`config.mk`:
```
export PLATFORM = sky130hd
export DESIGN_NAME = mult_pipe
export DESIGN_NICKNAME = d
export VERILOG_FILES = /design/src/rtl/mult_pipe.sv
export SDC_FILE = /design/constraint.sdc
export NUM_CORES = 1
export LEC_CHECK = 0
export CORE_MARGIN = 4
export CORE_UTILIZATION = 51
export DETAILED_ROUTE_END_ITERATION = 8
export PLACE_DENSITY_LB_ADDON = 0.3
export SLEW_MARGIN = 20
export SYNTH_ARGS = -nofsm -noshare
export SYNTH_HDL_FRONTEND = slang
export SYNTH_SLANG_ARGS = --single-unit
```
`constraint.sdc`:
```
create_clock -name clk -period 6.2 [get_ports clk]
set_input_delay 0.62 -clock clk [delete_from_list [all_inputs] [get_ports clk]]
set_output_delay 0.62 -clock clk [all_outputs]
set_load 0.01 [all_outputs]
```
`src/rtl/mult_pipe.sv`:
```
// mult_pipe: pipelined signed/unsigned multiplier with optional accumulate and valid/ready handshakes
module mult_pipe #(
  parameter int A_WIDTH = 8,
  parameter int B_WIDTH = 8,
  parameter int PIPE_STAGES = 3,
  parameter int ACC_GUARD = 4,
  localparam int RES_WIDTH = A_WIDTH + B_WIDTH + ACC_GUARD
) (
  input  logic                 clk,
  input  logic                 rst,
  input  logic                 i_valid,
  output logic                 o_ready,
  input  logic [A_WIDTH-1:0]   i_a,
  input  logic [B_WIDTH-1:0]   i_b,
  input  logic                 i_signed,
  input  logic                 i_acc,
  output logic                 o_valid,
  input  logic                 i_ready,
  output logic [RES_WIDTH-1:0] o_result
);
  logic                 adv;
  logic                 fin_v, fin_acc;
  logic [RES_WIDTH-1:0] fin_p;
  logic                 o_valid_q, o_valid_d;
  logic [RES_WIDTH-1:0] res_q, res_d;

  // One extra operand bit carries the sign (or a zero), so both modes share one signed multiplier
  function automatic logic [RES_WIDTH-1:0] ext_mul(input logic [A_WIDTH-1:0] a,
                                                   input logic [B_WIDTH-1:0] b,
                                                   input logic s);
    logic signed [A_WIDTH:0] sa;
    logic signed [B_WIDTH:0] sb;
    sa = {s & a[A_WIDTH-1], a};
    sb = {s & b[B_WIDTH-1], b};
    return RES_WIDTH'(sa) * RES_WIDTH'(sb);
  endfunction

  assign adv      = !o_valid_q || i_ready;
  assign o_ready  = adv;
  assign o_valid  = o_valid_q;
  assign o_result = res_q;

  if (PIPE_STAGES == 1) begin : g_direct
    assign fin_v   = i_valid;
    assign fin_acc = i_acc;
    assign fin_p   = ext_mul(i_a, i_b, i_signed);
  end else begin : g_pipe
    logic                 s1_v_q, s1_v_d, s1_acc_q, s1_acc_d, s1_s_q, s1_s_d;
    logic [A_WIDTH-1:0]   s1_a_q, s1_a_d;
    logic [B_WIDTH-1:0]   s1_b_q, s1_b_d;
    logic [RES_WIDTH-1:0] s1_p;
    always_comb begin
      s1_v_d   = adv ? i_valid  : s1_v_q;
      s1_acc_d = adv ? i_acc    : s1_acc_q;
      s1_s_d   = adv ? i_signed : s1_s_q;
      s1_a_d   = adv ? i_a      : s1_a_q;
      s1_b_d   = adv ? i_b      : s1_b_q;
    end
    always_ff @(posedge clk) begin
      if (rst) s1_v_q <= 1'b0;
      else s1_v_q <= s1_v_d;
    end
    always_ff @(posedge clk) begin
      s1_acc_q <= s1_acc_d;
      s1_s_q   <= s1_s_d;
      s1_a_q   <= s1_a_d;
      s1_b_q   <= s1_b_d;
    end
    assign s1_p = ext_mul(s1_a_q, s1_b_q, s1_s_q);
    if (PIPE_STAGES == 2) begin : g_short
      assign fin_v   = s1_v_q;
      assign fin_acc = s1_acc_q;
      assign fin_p   = s1_p;
    end else begin : g_mid
      localparam int N = PIPE_STAGES - 2;
      logic [N-1:0]         mv_q, mv_d, ma_q, ma_d;
      logic [RES_WIDTH-1:0] mp_q [N];
      logic [RES_WIDTH-1:0] mp_d [N];
      always_comb begin
        mv_d    = adv ? N'({mv_q, s1_v_q})   : mv_q;
        ma_d    = adv ? N'({ma_q, s1_acc_q}) : ma_q;
        mp_d[0] = adv ? s1_p : mp_q[0];
        for (int i = 1; i < N; i++) mp_d[i] = adv ? mp_q[i-1] : mp_q[i];
      end
      always_ff @(posedge clk) begin
        if (rst) mv_q <= '0;
        else mv_q <= mv_d;
      end
      always_ff @(posedge clk) begin
        ma_q <= ma_d;
        mp_q <= mp_d;
      end
      assign fin_v   = mv_q[N-1];
      assign fin_acc = ma_q[N-1];
      assign fin_p   = mp_q[N-1];
    end
  end

  // Bubbles leave res_q untouched so a sum survives gaps in the stream
  always_comb begin
    o_valid_d = adv ? fin_v : o_valid_q;
    res_d     = (adv && fin_v) ? (fin_acc ? res_q + fin_p : fin_p) : res_q;
  end

  always_ff @(posedge clk) begin
    if (rst) begin
      o_valid_q <= 1'b0;
      res_q     <= '0;
    end else begin
      o_valid_q <= o_valid_d;
      res_q     <= res_d;
    end
  end
endmodule

```
# Word level (Yosys, flattened, before mapping)
# Index checks and enable logic that the tools add are counted.
op_classes:
  n_addsub: 1
  n_mul: 1
  mux: 1
  n_bitwise: 2
  n_reduce_logical: 3
op_table:
  columns: ["op", "count"]
  rows:
  - ["adder 20 bit", 1]
  - ["2-to-1 mux 20 bit", 1]
  - ["multiplier 9 x 9 -> 18 bit", 1]
  - ["bitwise AND 1 bit", 2]
  - ["logical AND 1 bit", 1]
  - ["logical NOT 1 bit", 1]
  - ["logical OR 1 bit", 1]
word_totals:
  reg_bits: 62
  input_bits: 22
  out_inout_bits: 22
  elab_cells: 18

# Logic depth before layout (Yosys ltp)
# Gate-level depths: netlist (run 1).
logic_depth:
  word_depth: 3
  mapped_depth: 21
  depth_no_buf: 20

# Worst setup path after synthesis (run 1)
# Ideal clock, no wire load.
synth_timing:
  path_type: "reg-to-reg"
  startpoint: "reg g_pipe.s1_b_q[7]"
  endpoint: "reg g_pipe.g_mid.mp_q, in the netlist fin_p[18] (data pin)"
  setup_ps: 268
  arrival_time_ps: 5080
  t_required_ps: 5932
  path_slack_ps: 852
  stages_incl_launch_ff: 20
  path_buffers: 1
  synth_period_minus_slack_ps: 5348
  cell_sequence: "edfxtp_1 clkbuf_1 nand2_1 or2_1 fa_1 fa_1 inv_1 fa_1 fa_1 inv_1 fa_1 inv_1 ha_1 o21ai_1 a21boi_1 o21ai_1 a22oi_1 a41o_1 o41ai_1 xnor2_1"
synth_between:
  elab_chain_cells: 2
synth_lines:
  columns: ["element", "line_no", "rtl"]
  rows:
  - ["start: declaration", "50", "logic [B_WIDTH-1:0] s1_b_q, s1_b_d;"]
  - ["start signal: assignment", "67", "s1_b_q <= s1_b_d;"]
  - ["bitwise AND 1 bit", "34", "sb = {s & b[B_WIDTH-1], b};"]
  - ["multiplier 9 x 9 -> 18 bit *", "35", "return RES_WIDTH'(sa) * RES_WIDTH'(sb);"]
  - ["via g_pipe.s1_p[17]", "51", "logic [RES_WIDTH-1:0] s1_p;"]
  - ["end signal: assignment", "91", "mp_q <= mp_d;"]
  - ["end: declaration", "77", "logic [RES_WIDTH-1:0] mp_q [N];"]
# Mark *: on every way through the listed nets, which the timed path passes. The rest lies on a longest branch.
# A chain may end at the register's enable or synchronous reset.

# Final worst setup path (run 1)
layout_timing:
  startpoint: "reg g_pipe.s1_a_q[7]"
  endpoint: "reg g_pipe.g_mid.mp_q, in the netlist fin_p[18] (data pin)"
layout_between:
  elab_chain_cells: 2
layout_lines:
  columns: ["element", "line_no", "rtl"]
  rows:
  - ["start: declaration", "49", "logic [A_WIDTH-1:0] s1_a_q, s1_a_d;"]
  - ["start signal: assignment", "66", "s1_a_q <= s1_a_d;"]
  - ["bitwise AND 1 bit", "33", "sa = {s & a[A_WIDTH-1], a};"]
  - ["multiplier 9 x 9 -> 18 bit *", "35", null]
  - ["via g_pipe.s1_p[17]", "51", null]
# Marked as above.

==> results of run 1 <==
## cell families (layout without fill, tap and decap cells)
logic type / count (synthesis) / in the layout / synth area share
simple gates: 180 / 180 / 0.143
fa+ha+maj: 128 / 128 / 0.354
buf+inv: 118 / 159 / 0.0736
compound gates: 88 / 88 / 0.103
flops: 60 / 60 / 0.261
xor+xnor: 29 / 29 / 0.0422
mux: 14 / 14 / 0.0233
## metal layers
layer | vias up | global-route usage | share of wire
li1 | 2107 | - | -
met1 | 2087 | 0.233 | 0.44
met2 | 91 | 0.326 | 0.49
met3 | 15 | 0.0373 | 0.044
met4 | 0 | 0.0596 | 0.016
met5 | - | 0 | 0
## cell type report
| type | instances | area [um^2] |
|---|---|---|
| inverters | 96 | 360 |
| fillers | 983 | 4620 |
| repair buffers | 47 | 460 |
| flip-flops and latches | 60 | 1570 |
| clock buffers | 16 | 262 |
| multi-input cells | 439 | 4010 |
| well taps | 143 | 179 |
## worst register-to-register path: cells and delay by family (launching register included)
family | cells | cell delay [ps]
fa+ha+maj | 6 | 2880
compound gates | 6 | 1140
flops | 1 | 530
simple gates | 2 | 430
buf+inv | 3 | 150
xor+xnor | 1 | 120
## metrics by stage
stage,cells,worst slack [ps]
final,801,695
after global routing,801,391
after CTS,801,690
after detailed placement,785,731
after global placement,785,904
after floorplan,617,852
## power by group through the flow
stage / sequential (mW) / clock (mW) / combinational, mW
6_report: 0.638 / 0.445 / 1.52
5_1_grt: 0.647 / 0.477 / 1.75
4_1_cts: 0.637 / 0.458 / 1.53
3_5_place_dp: 0.645 / 0 / 1.51
3_3_place_gp: 0.640 / 0 / 1.46
2_1_floorplan: 0.618 / 0 / 1.23
## worst max-delay path by stage
stage / to / cells past startpoint
2_1_floorplan: fin_p[18] / 19
3_3_place_gp: fin_p[18] / 18
3_5_place_dp: fin_p[18] / 18
4_1_cts: fin_p[18] / 18
5_1_grt: fin_p[18] / 18
6_report: fin_p[18] / 18
## sequential cells by signal (all words and copies together), names as in the netlist
name and cells:
fin_v 1, fin_p 18, fin_acc 1, g_pipe.s1_s_q 1, g_pipe.s1_acc_q 1, o_result 20, g_pipe.s1_b_q 8, g_pipe.s1_a_q 8
g_pipe.s1_v_q 1, o_valid 1
## placed cells by master (no fill, tap or decap), types with 5 or more instances in the layout
master / count
fa_1: 71
clkdlybuf4s50_1: 43
or3_1: 5
clkbuf_16: 9
and2_1: 32
edfxtp_1: 37
a31oi_1: 5
nor3_1: 11
nor2b_1: 7
nand2_1: 58
and3_1: 7
a211oi_1: 17
inv_1: 94
ha_1: 57
xnor2_1: 27
o21ai_1: 9
clkbuf_1: 6
nor2_1: 43
dfxtp_1: 23
a21oi_1: 25
mux2i_1: 14
==> results.yml, run 1 <==
layout:
  antenna_cells: 0
  fin_area_mm2: 0.00684
  fin_util: 0.597
  layout.nets: 803
  synthToLayoutAreaGrowth_pct: 13.6
  drive_gt1_frac: 0.0380
power_and_ir_drop:
  pwr-share-comb: 0.583
  pwr_density_cell_mw_per_mm2: 380
  switchingPower_mw: 1.04
  p_int_mw: 1.56
  switching_share: 0.399
  sequentialPowerShare: 0.246
  ir_drop_mv: 0.191
  power_leakage_nw: 3.10
  p_total_mw: 2.60
  clockPowerShare: 0.171
yosys:
  yosysMostFrequentCell: "inv_1"
  yosys-top-cells-count: "inv_1 (94), fa_1 (71), nand2_1 (58)"
  yosysSeqAreaShare: 0.261
  yosys-top-cells-area: "fa_1 (24%), edfxtp_1 (18%), ha_1 (12%)"
  ys.flop_type: "edfxtp_1"
  synth_edf_count: 37
  yosysWarnings: 0
  synth_area_mm2: 0.00602
  synth_top_area_cell: "fa_1"
  synth.distinct_cells: 53
  synthArstFlopShare: 0
  ys_seq_elements: 60
  synth_fp_nets: 767
  synthCells: 617
  syn_area_per_cell_um2: 9.76
  synth_top_area_share: 0.236
die:
  rows: 39
  ios: 44
  initial_core_util: 0.525
  die_width_um: 117
  die_area_mm2: 0.0136
  core_region_area_mm2: 0.0115
  fp.dieH_um: 117
critical_path:
  rrSetupSlack_ps: 700
  crit_family: "adder cells"
  crit_path_start_kind: "flip-flop"
  r2r_cells: 18
  crit_top_cell: "fa_1"
  timing.rr.start: "g_pipe.s1_a_q[7]"
  worstPathCellList: "and2_1 -> nand2_1 -> fa_1 -> inv_1 -> fa_1 -> fa_1 -> fa_1 -> inv_1 -> fa_1 -> inv_1 -> ha_1 -> o21ai_1 -> a21boi_1 -> o21ai_1 -> a22oi_1 -> a41o_1 -> o41ai_1 -> xnor2_1"
  max_stage_delay_ps: 540
  cpMaxStageDelayCell: "fa_1"
  r2r-end: "fin_p[18]"
  worstPathArrival_ps: 5570
  worst-setup-path-type: "flip-flop to flip-flop"
  worst-path-max-fanout: 13
  cp-startpoint: "g_pipe.s1_a_q[7]"
  path_buf_inv: 3
  cp.required_ps: 6270
  end_kind: "flip-flop"
run_status:
  status: "finished, final reports clean"
clock_network:
  cts_tree: "yes"
  clock_latency_ps: 330
  root_buffer: "clkbuf_16"
  cts_made_buffers: 9
  cts_resized: 0
  cts_sinks: 60
  cts_setup_buffers: 0
  cts.htree.levels: 3
  ctsLongestPathBuffers: 2
  clk_pin_slew_worst_paths_ps: 50
  ctsHoldBuffers: 0
routing:
  via_per_inst: 5.37
  wirelength_um: 11600
  drt_iter0_markers: 231
  ant_nets: 0
  drc: 0
  dr_total_vias: 4300
  wl_per_cell_um: 14.5
  drtPass1Iterations: 4
timing:
  setup_violations: 0
  skew_ps: 8.16
  timing.hold.ws_ps: 421
  fin_crit_sh: 0.888
  final.setup.tns_ps: 0
  rsz0062_at_grt: "no"
  fmax_ghz: 0.182
  fin_crit_ps: 5500
  worstMarginPinSlew_ps: 993
  relSlewSlack: 0.336
  drv_slew: 0
  hold_viol_final: 0
worst_hold_path:
  whs_path_depth: 0
  min_to: "fin_acc"
  holdCritPathClass: "flip-flop to flip-flop"
  min-delay-start: "g_pipe.s1_acc_q"
global_routing:
  grtUsageTotal: 0.187
  grt.overflow.total: 0
  grt_pass1_vias: 4468
  antenna_found_initial: 0
  grt_pass1_wl_um: 19900
  grt_start_max_net_pins: 45
placed_design:
  gp_congestion: 0.876
  dp_hpwl_um: 9170
  io_buffers: 43
  dpl_cell_area_mm2: 0.00658
run:
  drv_cap: 0
(Power assumes the default switching activity.)
==> run 2, diff against run 1 <==
- ABC_AREA: not set -> 0
- CTS_CLUSTER_SIZE: not set -> 12
==> results of run 2 <==
Same layout as run 1: the final DEF is identical, and so are final timing and power.
